==> config.mk <==
export PLATFORM = sky130hd
export DESIGN_NAME = seg_bcd_conv
export DESIGN_NICKNAME = d
export VERILOG_FILES = /design/src/rtl/seg_pkg.sv /design/src/rtl/seg_bcd_adj.sv /design/src/rtl/seg_bcd_conv.sv
export SDC_FILE = /design/constraint.sdc
export NUM_CORES = 1
export LEC_CHECK = 0
export ABC_AREA = 1
export CAP_MARGIN = 25
export CORE_AREA = 2 2 84 86
export CTS_BUF_LIST = sky130_fd_sc_hd__clkbuf_2
export DETAILED_ROUTE_END_ITERATION = 12
export DIE_AREA = 0 0 86 88
export PLACE_DENSITY = 0.86
export SYNTH_ARGS = -nofsm -noshare
export SYNTH_HDL_FRONTEND = slang
export SYNTH_SLANG_ARGS = --single-unit
==> constraint.sdc <==
create_clock -name clk -period 7.1 [get_ports clk]
set_clock_uncertainty 0.15 [all_clocks]
set_input_delay 1.42 -clock clk [delete_from_list [all_inputs] [get_ports clk]]
set_output_delay 1.42 -clock clk [all_outputs]
set_load 0.02 [all_outputs]
==> src/rtl/seg_pkg.sv <==
// Shared types and constants for the seven-segment display path (seg_bcd_conv, seg_drive).
package seg_pkg;

    typedef enum logic [1:0] {
        IDLE = 2'd0,
        CONV = 2'd1,
        DONE = 2'd2
    } seg_state_e;

    localparam int unsigned SEG_DIGITS  = 6;
    localparam int unsigned SEG_MAX_VAL = 999999;

    typedef logic [3:0] seg_bcd_t;

    function automatic longint unsigned seg_pow10(input int unsigned n);
        longint unsigned r;
        r = 1;
        for (int unsigned i = 0; i < n; i++) begin
            r = r * 10;
        end
        return r;
    endfunction

endpackage

==> src/rtl/seg_bcd_adj.sv <==
// Double-dabble nibble correction: a BCD digit of 5 or more gets +3 ahead of the next left shift.
module seg_bcd_adj
    import seg_pkg::*;
(
    input  seg_bcd_t nib_i,
    output seg_bcd_t nib_o
);

    always_comb begin
        nib_o = nib_i;
        if (nib_i >= 4'd5) begin
            nib_o = nib_i + 4'd3;
        end
    end

endmodule

==> src/rtl/seg_bcd_conv.sv <==
// Iterative binary-to-BCD converter, one input bit per clock, feeding seg_drive.
// Optional macro SEG_BCD_SAT_EN: clamp out-of-range inputs to all nines instead of wrapping.
module seg_bcd_conv
    import seg_pkg::*;
#(
    parameter int unsigned DIN_W  = 20,
    parameter int unsigned DIGITS = SEG_DIGITS
) (
    input  logic                  clk,
    input  logic                  rst,
    input  logic [DIN_W-1:0]      din,
    input  logic                  din_vld,
    output logic                  busy,
    output logic [4*DIGITS-1:0]   display_data,
    output logic                  data_vld,
    output logic                  ovf
);

    localparam int unsigned ACC_W = 4 * (DIGITS + 1);
    localparam int unsigned OUT_W = 4 * DIGITS;
    localparam int unsigned CNT_W = (DIN_W > 1) ? $clog2(DIN_W) : 1;
    localparam logic [CNT_W-1:0] CNT_LAST = CNT_W'(DIN_W - 1);
    localparam logic [63:0]      MAX_VAL  = 64'(seg_pow10(DIGITS) - 1);

    seg_state_e          state_q;
    logic [DIN_W-1:0]    bin_q;
    logic [ACC_W-1:0]    bcd_q;
    logic [ACC_W-1:0]    bcd_adj;
    logic [CNT_W-1:0]    cnt_q;
    logic                ovf_pend_q;
    logic [OUT_W-1:0]    display_q;
    logic                data_vld_q;
    logic                ovf_q;

    logic                ovf_d;
    logic [DIN_W-1:0]    bin_d;

    for (genvar g = 0; g < DIGITS + 1; g++) begin : g_adj
        seg_bcd_adj u_adj (
            .nib_i (bcd_q[4*g +: 4]),
            .nib_o (bcd_adj[4*g +: 4])
        );
    end

    always_comb begin
        ovf_d = (64'(din) > MAX_VAL);
`ifdef SEG_BCD_SAT_EN
        bin_d = ovf_d ? MAX_VAL[DIN_W-1:0] : din;
`else
        bin_d = din;
`endif
    end

    always_ff @(posedge clk or posedge rst) begin
        if (rst) begin
            state_q    <= IDLE;
            bin_q      <= '0;
            bcd_q      <= '0;
            cnt_q      <= '0;
            ovf_pend_q <= 1'b0;
            display_q  <= '0;
            data_vld_q <= 1'b0;
            ovf_q      <= 1'b0;
        end else begin
            data_vld_q <= 1'b0;
            case (state_q)
                IDLE: begin
                    if (din_vld) begin
                        bin_q      <= bin_d;
                        bcd_q      <= '0;
                        cnt_q      <= '0;
                        ovf_pend_q <= ovf_d;
                        state_q    <= CONV;
                    end
                end
                CONV: begin
                    // adjust-then-shift of the concatenated {bcd, bin} register
                    bcd_q <= {bcd_adj[ACC_W-2:0], bin_q[DIN_W-1]};
                    bin_q <= {bin_q[DIN_W-2:0], 1'b0};
                    cnt_q <= cnt_q + 1'b1;
                    if (cnt_q == CNT_LAST) begin
                        state_q <= DONE;
                    end
                end
                DONE: begin
                    display_q  <= bcd_q[OUT_W-1:0];
                    ovf_q      <= ovf_pend_q;
                    data_vld_q <= 1'b1;
                    state_q    <= IDLE;
                end
                default: state_q <= IDLE;
            endcase
        end
    end

    assign busy         = (state_q != IDLE);
    assign display_data = display_q;
    assign data_vld     = data_vld_q;
    assign ovf          = ovf_q;

endmodule
* After elaboration in Yosys (flattened, before gate mapping)
Cells that the tools add are included.
W data, S select, Z words.
** Storage, ports and cells
- Logic and storage cells :: 52
- Bits of input ports :: 23
- Latch bits :: 0
- Bits in read-only memories :: 0
- Memories kept :: 0
- RAM bits :: 0
- Register bits :: 82
** Cells by class
- Magnitude comparators :: 8
- Reductions and logical operators :: 6
- Multiplexer cells :: 17
- Div/mod/pow operators :: 0
- $mul :: 0
- Shifts and indexed selects :: 0
- Equal/unequal tests :: 5
- Bitwise operators :: 0
- $add $sub $neg :: 8
** Operators with widths (count)
- $pmux W28 S2 :: 1
- $pmux W20 S2 :: 1
- $ge A4 B3 Y1 const B :: 7
- $mux W28 :: 1
- $add A4 B2 Y4 const B :: 6
- $mux W4 :: 6
- $gt A20 B20 Y1 const B :: 1
- $mux W20 :: 1
- $pmux W5 S2 :: 1
- $reduce_and A2 Y1 :: 3
- $add A5 B1 Y5 const B :: 1
- $eq A5 B5 Y1 const B :: 1
- $mux W5 :: 1
- $mux W2 :: 2
- $ne A2 B2 Y1 const B :: 2
- $pmux W2 S2 :: 1
- $reduce_bool A2 Y1 :: 2
- $add A3 B2 Y3 const B :: 1
- $mux W3 :: 1
- $eq A2 B1 Y1 const B :: 1
- $eq A2 B2 Y1 const B :: 1
- $logic_not A2 Y1 :: 1
- $mux W1 :: 1

* Logic depth before layout (Yosys ltp)
- Depth after elaboration :: 3
- Gate-level depth with buffers :: 8
- Depth with buffers taken out :: 8

* By module
Synthesis repeated with hierarchy kept, for this count alone.
** Second synthesis, totals
- Cell total of the unflattened synthesis :: 512
- Area total of the unflattened synthesis :: 4231.6 µm²
** Modules (own cells, without submodules)
- seg_bcd_conv :: area an instance 3420.8 µm², times used 1, cells each 374, sequential area each 1951.9 µm²
- seg_bcd_adj :: area an instance 135.1 µm², times used 6, cells each 23, sequential area each 0.0 µm²

* Worst setup path before layout
No wires, ideal clock.
- Kind :: input port to flip-flop
- Start :: input din_vld
- End :: register bin_q[10]
- Stages on the path :: 5
- Setup slack :: 4.827 ns
- Path buffers :: 1
- Arrival time :: 1.993 ns
- Required time :: 6.820 ns
- Path through :: o21ai_2 > inv_2 > clkbuf_1 > nand2_1 > o21ai_1
** Between the ends
- Word-level cells in the longest chain between the ends :: 2
** Ends and longest elaborated chain
- start: declaration :: line seg_bcd_conv.sv:12 : input logic din_vld,
- $ne A2 B2 Y1 (no source line)
- $reduce_and A2 Y1 (no source line)
- end signal: assignment :: line seg_bcd_conv.sv:69 : bin_q <= bin_d;
- end signal: assignment :: line seg_bcd_conv.sv:79 : bin_q <= {bin_q[DIN_W-2:0], 1'b0};
- end: declaration :: line seg_bcd_conv.sv:26 : logic [DIN_W-1:0] bin_q;
No other way between the ends.
A chain may end at the register's enable or synchronous reset.

* Final worst setup path
- Start :: register state_q[0]
- End :: output busy
** Between the ends
- Word-level cells in the longest chain between the ends :: 1
** Ends and longest elaborated chain
- start: declaration :: line seg_bcd_conv.sv:25 : seg_state_e state_q;
- start signal: assignment :: line seg_bcd_conv.sv:56 : state_q <= IDLE;
- start signal: assignment :: line seg_bcd_conv.sv:73 : state_q <= CONV;
- start signal: assignment :: line seg_bcd_conv.sv:82 : state_q <= DONE;
- $reduce_bool A2 Y1 :: line seg_bcd_conv.sv:96 : assign busy = (state_q != IDLE);
- end: declaration :: line seg_bcd_conv.sv:13 : output logic busy,
No other way between the ends.

==> impl_metrics.json <==
{
  "outcome": "completed",
  "irDropWorstVdd_v": 0.000164,
  "fin_crit_sh_pct": 47.4,
  "route.antenna.remaining_nets": 0,
  "synth-adder-area-share_pct": 4.22,
  "io_pins": 50,
  "grt_pass1_wl_um": 12900,
  "finalNetCount": 561,
  "synth_compound_area_share_pct": 11.7,
  "post-dp-hpwl_um": 5000,
  "critical_path_class": "reg -> out",
  "grt_antenna_before_repair": 0,
  "start_util_pct": 58.0,
  "worstMarginPinSlew_ps": 945,
  "cts.reportedPaths.clkPinSlew_ps": 200,
  "fill_cells": 550,
  "synth-seq-cells": 78,
  "cts_buffers": 9,
  "ys_seq_area_share_pct": 50.7,
  "syn_inst": 481,
  "regArea_sq_um": 1950,
  "design.core.area_sq_um": 6640,
  "cts_setup_buffers": 0,
  "clk_latency_ps": 500,
  "drt_iter0_markers": 176,
  "p_per_area_nw_per_um2": 387,
  "critical_path.max_fanout": 4,
  "worstPathRequired_ps": 5530,
  "ctsRootBufferMaster": "clkbuf_2",
  "vias": 3216,
  "numPortBuffers": 49,
  "drt_pre_antenna_iters": 5,
  "cp_data_arrival_time_ps": 1800,
  "cp-start-kind": "flip-flop",
  "slew_viol_final": 0,
  "routed_wl_um": 7270,
  "clock.fmax_mhz": 297,
  "die_h_um": 88,
  "power.leakage_nw": 2.25,
  "gp_congestion": 0.841,
  "final_area_sq_um": 4450,
  "synthToLayoutAreaGrowth_pct": 15.5,
  "rows": 30,
  "synthXorXnorAreaFrac_pct": 0.227,
  "synth.yosys.warnings": 0,
  "wire_per_inst_um": 11.9,
  "placed_area_sq_um": 4340,
  "drc_errors": 0,
  "period_needed_ps": 3370,
  "cts_resized": 0,
  "yosysUniqueCellTypes": 23,
  "num_antenna_cells": 0,
  "viasPerCell": 5.27,
  "rsz0062_at_grt": "no",
  "synth_top_family_by_area": "simple AND/OR/NAND/NOR gates",
  "utilization_pct": 67.0,
  "grt_max_degree": 79,
  "die-area_sq_um": 7570,
  "cts_buffer_depth": 2,
  "holdBufCountCts": 0,
  "cts_tree": "done",
  "cap_violations": 0,
  "netlist_area_sq_um": 3850,
  "yosys.area_share.simple_pct": 23.8,
  "avgSynthCellArea_sq_um": 8.01,
  "hold_viol_final": 0,
  "fin_setup_tns_ps": 0,
  "syn-num-nets": 517,
  "cts_max_level": 3,
  "grt_pass1_vias": 3049,
  "grt_usage_pct": 21.1,
  "hold_path_class": "reg -> reg",
  "globalRouteOverflowTotal": 0,
  "crit_path_end_kind": "output pin",
  "slew-limit-headroom_pct": 37.0,
  "multi_input_area_sq_um": 1540,
  "die_w_um": 86,
  "drive_above_1_share_pct": 4.53,
  "cts_sinks": 78,
  "setup_viol": 0,
  "synthMuxAreaShare_pct": 0
}
[stage by stage]
step / setup WS, ps / hold WS, ps / cells / total power [mW]
2_1_floorplan: 3530 / 299 / 481 / 1.30
3_3_place_gp: 3420 / 312 / 594 / 1.45
3_5_place_dp: 3370 / 310 / 594 / 1.50
4_1_cts: 3700 / 353 / 610 / 1.73
5_1_grt: 3630 / 386 / 610 / 1.90
6_report: 3730 / 344 / 610 / 1.72
[cell type report]
type                    count  share of cell area [%]
multi-input cells         320                    34.6
flip-flops and latches     78                    43.9
well taps                  80                    2.25
repair buffers             51                    11.4
clock inverters             7                    1.46
inverters                  65                    5.48
clock buffers               9                    1.01
[routing by layer]
metal | GRT usage, % | share of wire [%]
met1 | 26.6 | 47
met5 | 0 | 0
met4 | 6.93 | 1.5
met2 | 36.2 | 47
met3 | 4.71 | 4.1
[power breakdown]
group	switching [mW]	internal, mW	total (mW)
clock network	0.152	0.0789	0.231
registers	0.108	0.607	0.715
logic	0.480	0.297	0.777
[critical path, cell delays in order (launching register included)]
cell,delay (ps)
dfrtp_1,470
nor2_1,230
inv_1,70
clkdlybuf4s50_1,540
[cells in the mapped netlist]
library cell  number  area share [%]
inv_2              3            0.29
a21oi_1            1            0.13
nor3b_1            1            0.20
buf_4              1            0.20
inv_1             62             6.0
nor2_2             1            0.16
clkbuf_1           5            0.49
o21ai_0           47             6.1
buf_2              7            0.91
nor2_1             9            0.88
o21ai_2            1            0.23
nand4_1           15             2.4
dfrtp_1           78              51
buf_6              5             1.5
ha_1              13             4.2
xnor2_1            1            0.23
or2_2              1            0.16
a22o_1             1            0.23
o21bai_1           4            0.78
o21ai_1           31             4.0
nand2_1          157              15
nand3_1           36             4.7
o22ai_1            1            0.16
[placed cells by master, fill, tap and decap left out, types with 2 or more instances in the layout]
cell type	Yosys	layout
o21bai_1	4	4
nor2_1	9	9
buf_4	1	2
nand2_1	157	157
clkbuf_2	0	9
nand4_1	15	15
inv_1	62	61
o21ai_0	47	47
ha_1	13	13
clkinv_2	0	3
clkdlybuf4s50_1	0	49
nand3_1	36	36
inv_2	3	4
o21ai_1	31	31
dfrtp_1	78	78
[cell families after synthesis]
logic type / Yosys count
AND/OR/NAND/NOR: 220
AO/OA/AOI/OAI: 86
buffers and inverters: 83
flip-flops: 78
adder cells (fa/ha/maj): 13
XOR/XNOR: 1
[registers in the layout (all words and copies together), names as in the netlist]
name          flops
data_vld          1
bin_q            20
state_q           2
display_data     24
ovf_pend_q        1
cnt_q             5
ovf               1
bcd_q            24
[final timing paths]
path | startpoint | depth (start not counted) | slack, ps | end
worst max-delay path | state_q[0] | 3 | 3730 | busy
worst min-delay path | ovf | 2 | 340 | ovf
worst max register to register | state_q[0] | 3 | 4790 | bin_q[0]
worst min register to register | ovf | 2 | 340 | ovf
max in group asynchronous | rst | 3 | 4840 | bcd_q[4]
min in group asynchronous | rst | 3 | 1340 | display_data[9]
(Power assumes the default switching activity.)
==> RTL change (config.mk and constraints unchanged) <==
Put one more register stage on the output `display_data`, with the module's reset. The value now appears one clock later. The other outputs are not delayed to match.
--- a/src/rtl/seg_bcd_conv.sv
+++ b/src/rtl/seg_bcd_conv.sv
@@ -94,7 +94,13 @@
     end
 
     assign busy         = (state_q != IDLE);
-    assign display_data = display_q;
+    always_ff @(posedge clk or posedge rst) begin
+        if (rst) begin
+            display_data <= '0;
+        end else begin
+            display_data <= display_q;
+        end
+    end
     assign data_vld     = data_vld_q;
     assign ovf          = ovf_q;
 
Check against the original RTL: no difference found for any inputs over 10 cycles, from zero or initial values and one cycle with rst high; that may be too few to reach the edited logic, so the function may still have changed.
==> RTL change against the original RTL <==
Sequential power up 23%. Hold slack worse by 99 ps. Sequential cell count up 24. Worst setup slack worse by 77 ps. Synthesized area up 17%. Combinational power up 16%. Total power up 16%. Cell area up 15%. Wire length up 8.2%. Critical path type unchanged.
==> RTL change: results (changes against the original RTL) <==
Final nets 590 (+5.2%); Min Hold Slack 244 ps (-99.5 ps); Placer Congestion 0.801 (-4.8%); wire per inst 12.3 microns (+3.5%); Post-Syn Nets 545 (+5.4%); Async SR Flop Fraction 100% (unchanged); dpl hpwl 5580 microns (+11%); outcome finished clean; Critical R2R Capture bin_q[5]; worst skew pair latency 530 ps (+30 ps); Leakage 2.57 nW (+14%); Worst Path Arrival 1870 ps (+70 ps); vias per cell 5.41 (+2.6%); ranking of synthesized cells by area dfrtp_1, nand2_1, inv_1; clock slew at reported path FFs 250 ps (+50 ps); worst hold start display_q[22]; share of layout cells above drive strength 1 7.17% (+2.6 points); worst slack at placement 3320 ps (-46.6 ps); VDD IR-drop max 247 uV (+50%); first-pass GRT wire length 14100 microns (+9.3%); critical path peak fanout 5 (+1); synth unique cells 23 (unchanged); first-pass detailed-route iteration total 6 (+1); Max-slew headroom 39.2% (+2.1 points); vias in the first global route 3344 (+9.7%); initial antenna violation count 0 (unchanged); Hold Crit Endpoint display_data[22]; Worst Reg-to-Reg Cells 4 (+1); Hold Path Cell Cnt 0 (-2); largest net degree at the start of global routing 54 (-32%); maximum root-to-sink buffer count 2 (unchanged); DR iter-0 viols 194 (+10%); Synth top cells by count nand2_1, dfrtp_1, inv_1, o21ai_1, nand3_1; gr usage total 23.0% (+1.9 points); post-synthesis sequential area ratio 56.4% (+5.8 points); R2R setup slack 4760 ps (-30 ps)
RTL change: changes by cell type in the layout (fill, tap and decap cells not counted), moves of 2 or more:
cell,before,now
dfrtp_1,78,102
inv_1,61,63
o21ai_2,1,16
o21ai_0,47,28
o21ai_1,31,38
clkinv_2,3,1
RTL change: final cells by class:
| cell class | count | area [sq um] |
|---|---|---|
| clock buffers | 10 | 50.0 |
| clock inverters | 5 | 27.5 |
| fillers | 456 | 1520 |
| inverters | 67 | 254 |
| multi-input cells | 322 | 1600 |
| flip-flops and latches | 102 | 2550 |
| well taps | 80 | 100 |
| repair buffers | 52 | 541 |
RTL change: worst max-delay path by stage:
stage | startpoint | endpoint | slack [ps]
4_1_cts | state_q[0] | busy | 3620
3_3_place_gp | din_vld | bin_q[9] | 3390
2_1_floorplan | rst | bcd_q[0] | 2850
6_report | state_q[0] | busy | 3660
3_5_place_dp | din_vld | bin_q[8] | 3320
5_1_grt | state_q[0] | busy | 3530
RTL change: layer usage:
| layer | GRT usage (%) | wire, microns | up-vias |
|---|---|---|---|
| met2 | 39.1 | 3830 | 91 |
| li1 | - | - | 1713 |
| met4 | 8.08 | 65 | 0 |
| met1 | 30.5 | 3600 | 1639 |
| met5 | 0 | 0 | - |
| met3 | 3.39 | 364 | 7 |
RTL change: power breakdown:
part / internal (mW) / total, mW / leakage, nW / switching [mW]
Sequential: 0.767 / 0.883 / 1.26 / 0.115
Clock: 0.0426 / 0.218 / 0.0489 / 0.176
Combinational: 0.338 / 0.904 / 1.25 / 0.565
Total: 1.15 / 2.00 / 2.57 / 0.856
RTL change: logic make-up after synthesis:
| logic type | Yosys count | share of synthesized area (%) |
|---|---|---|
| compound gates | 89 | 11.5 |
| flops | 102 | 56.4 |
| simple gates | 220 | 20.2 |
| fa+ha+maj | 13 | 3.60 |
| buf+inv | 85 | 8.27 |
RTL change: through the flow:
| step | cell area, sq um | util, % | power (mW) | cells |
|---|---|---|---|---|
| 2_1_floorplan | 4520 | - | 1.58 | 509 |
| 3_3_place_gp | 5000 | 75.3 | 1.72 | 621 |
| 3_5_place_dp | 5040 | 75.9 | 1.80 | 623 |
| 4_1_cts | 5120 | 77.1 | 2.01 | 638 |
| 5_1_grt | 5120 | 77.1 | 2.20 | 638 |
| 6_report | 5120 | 77.1 | 2.00 | 638 |
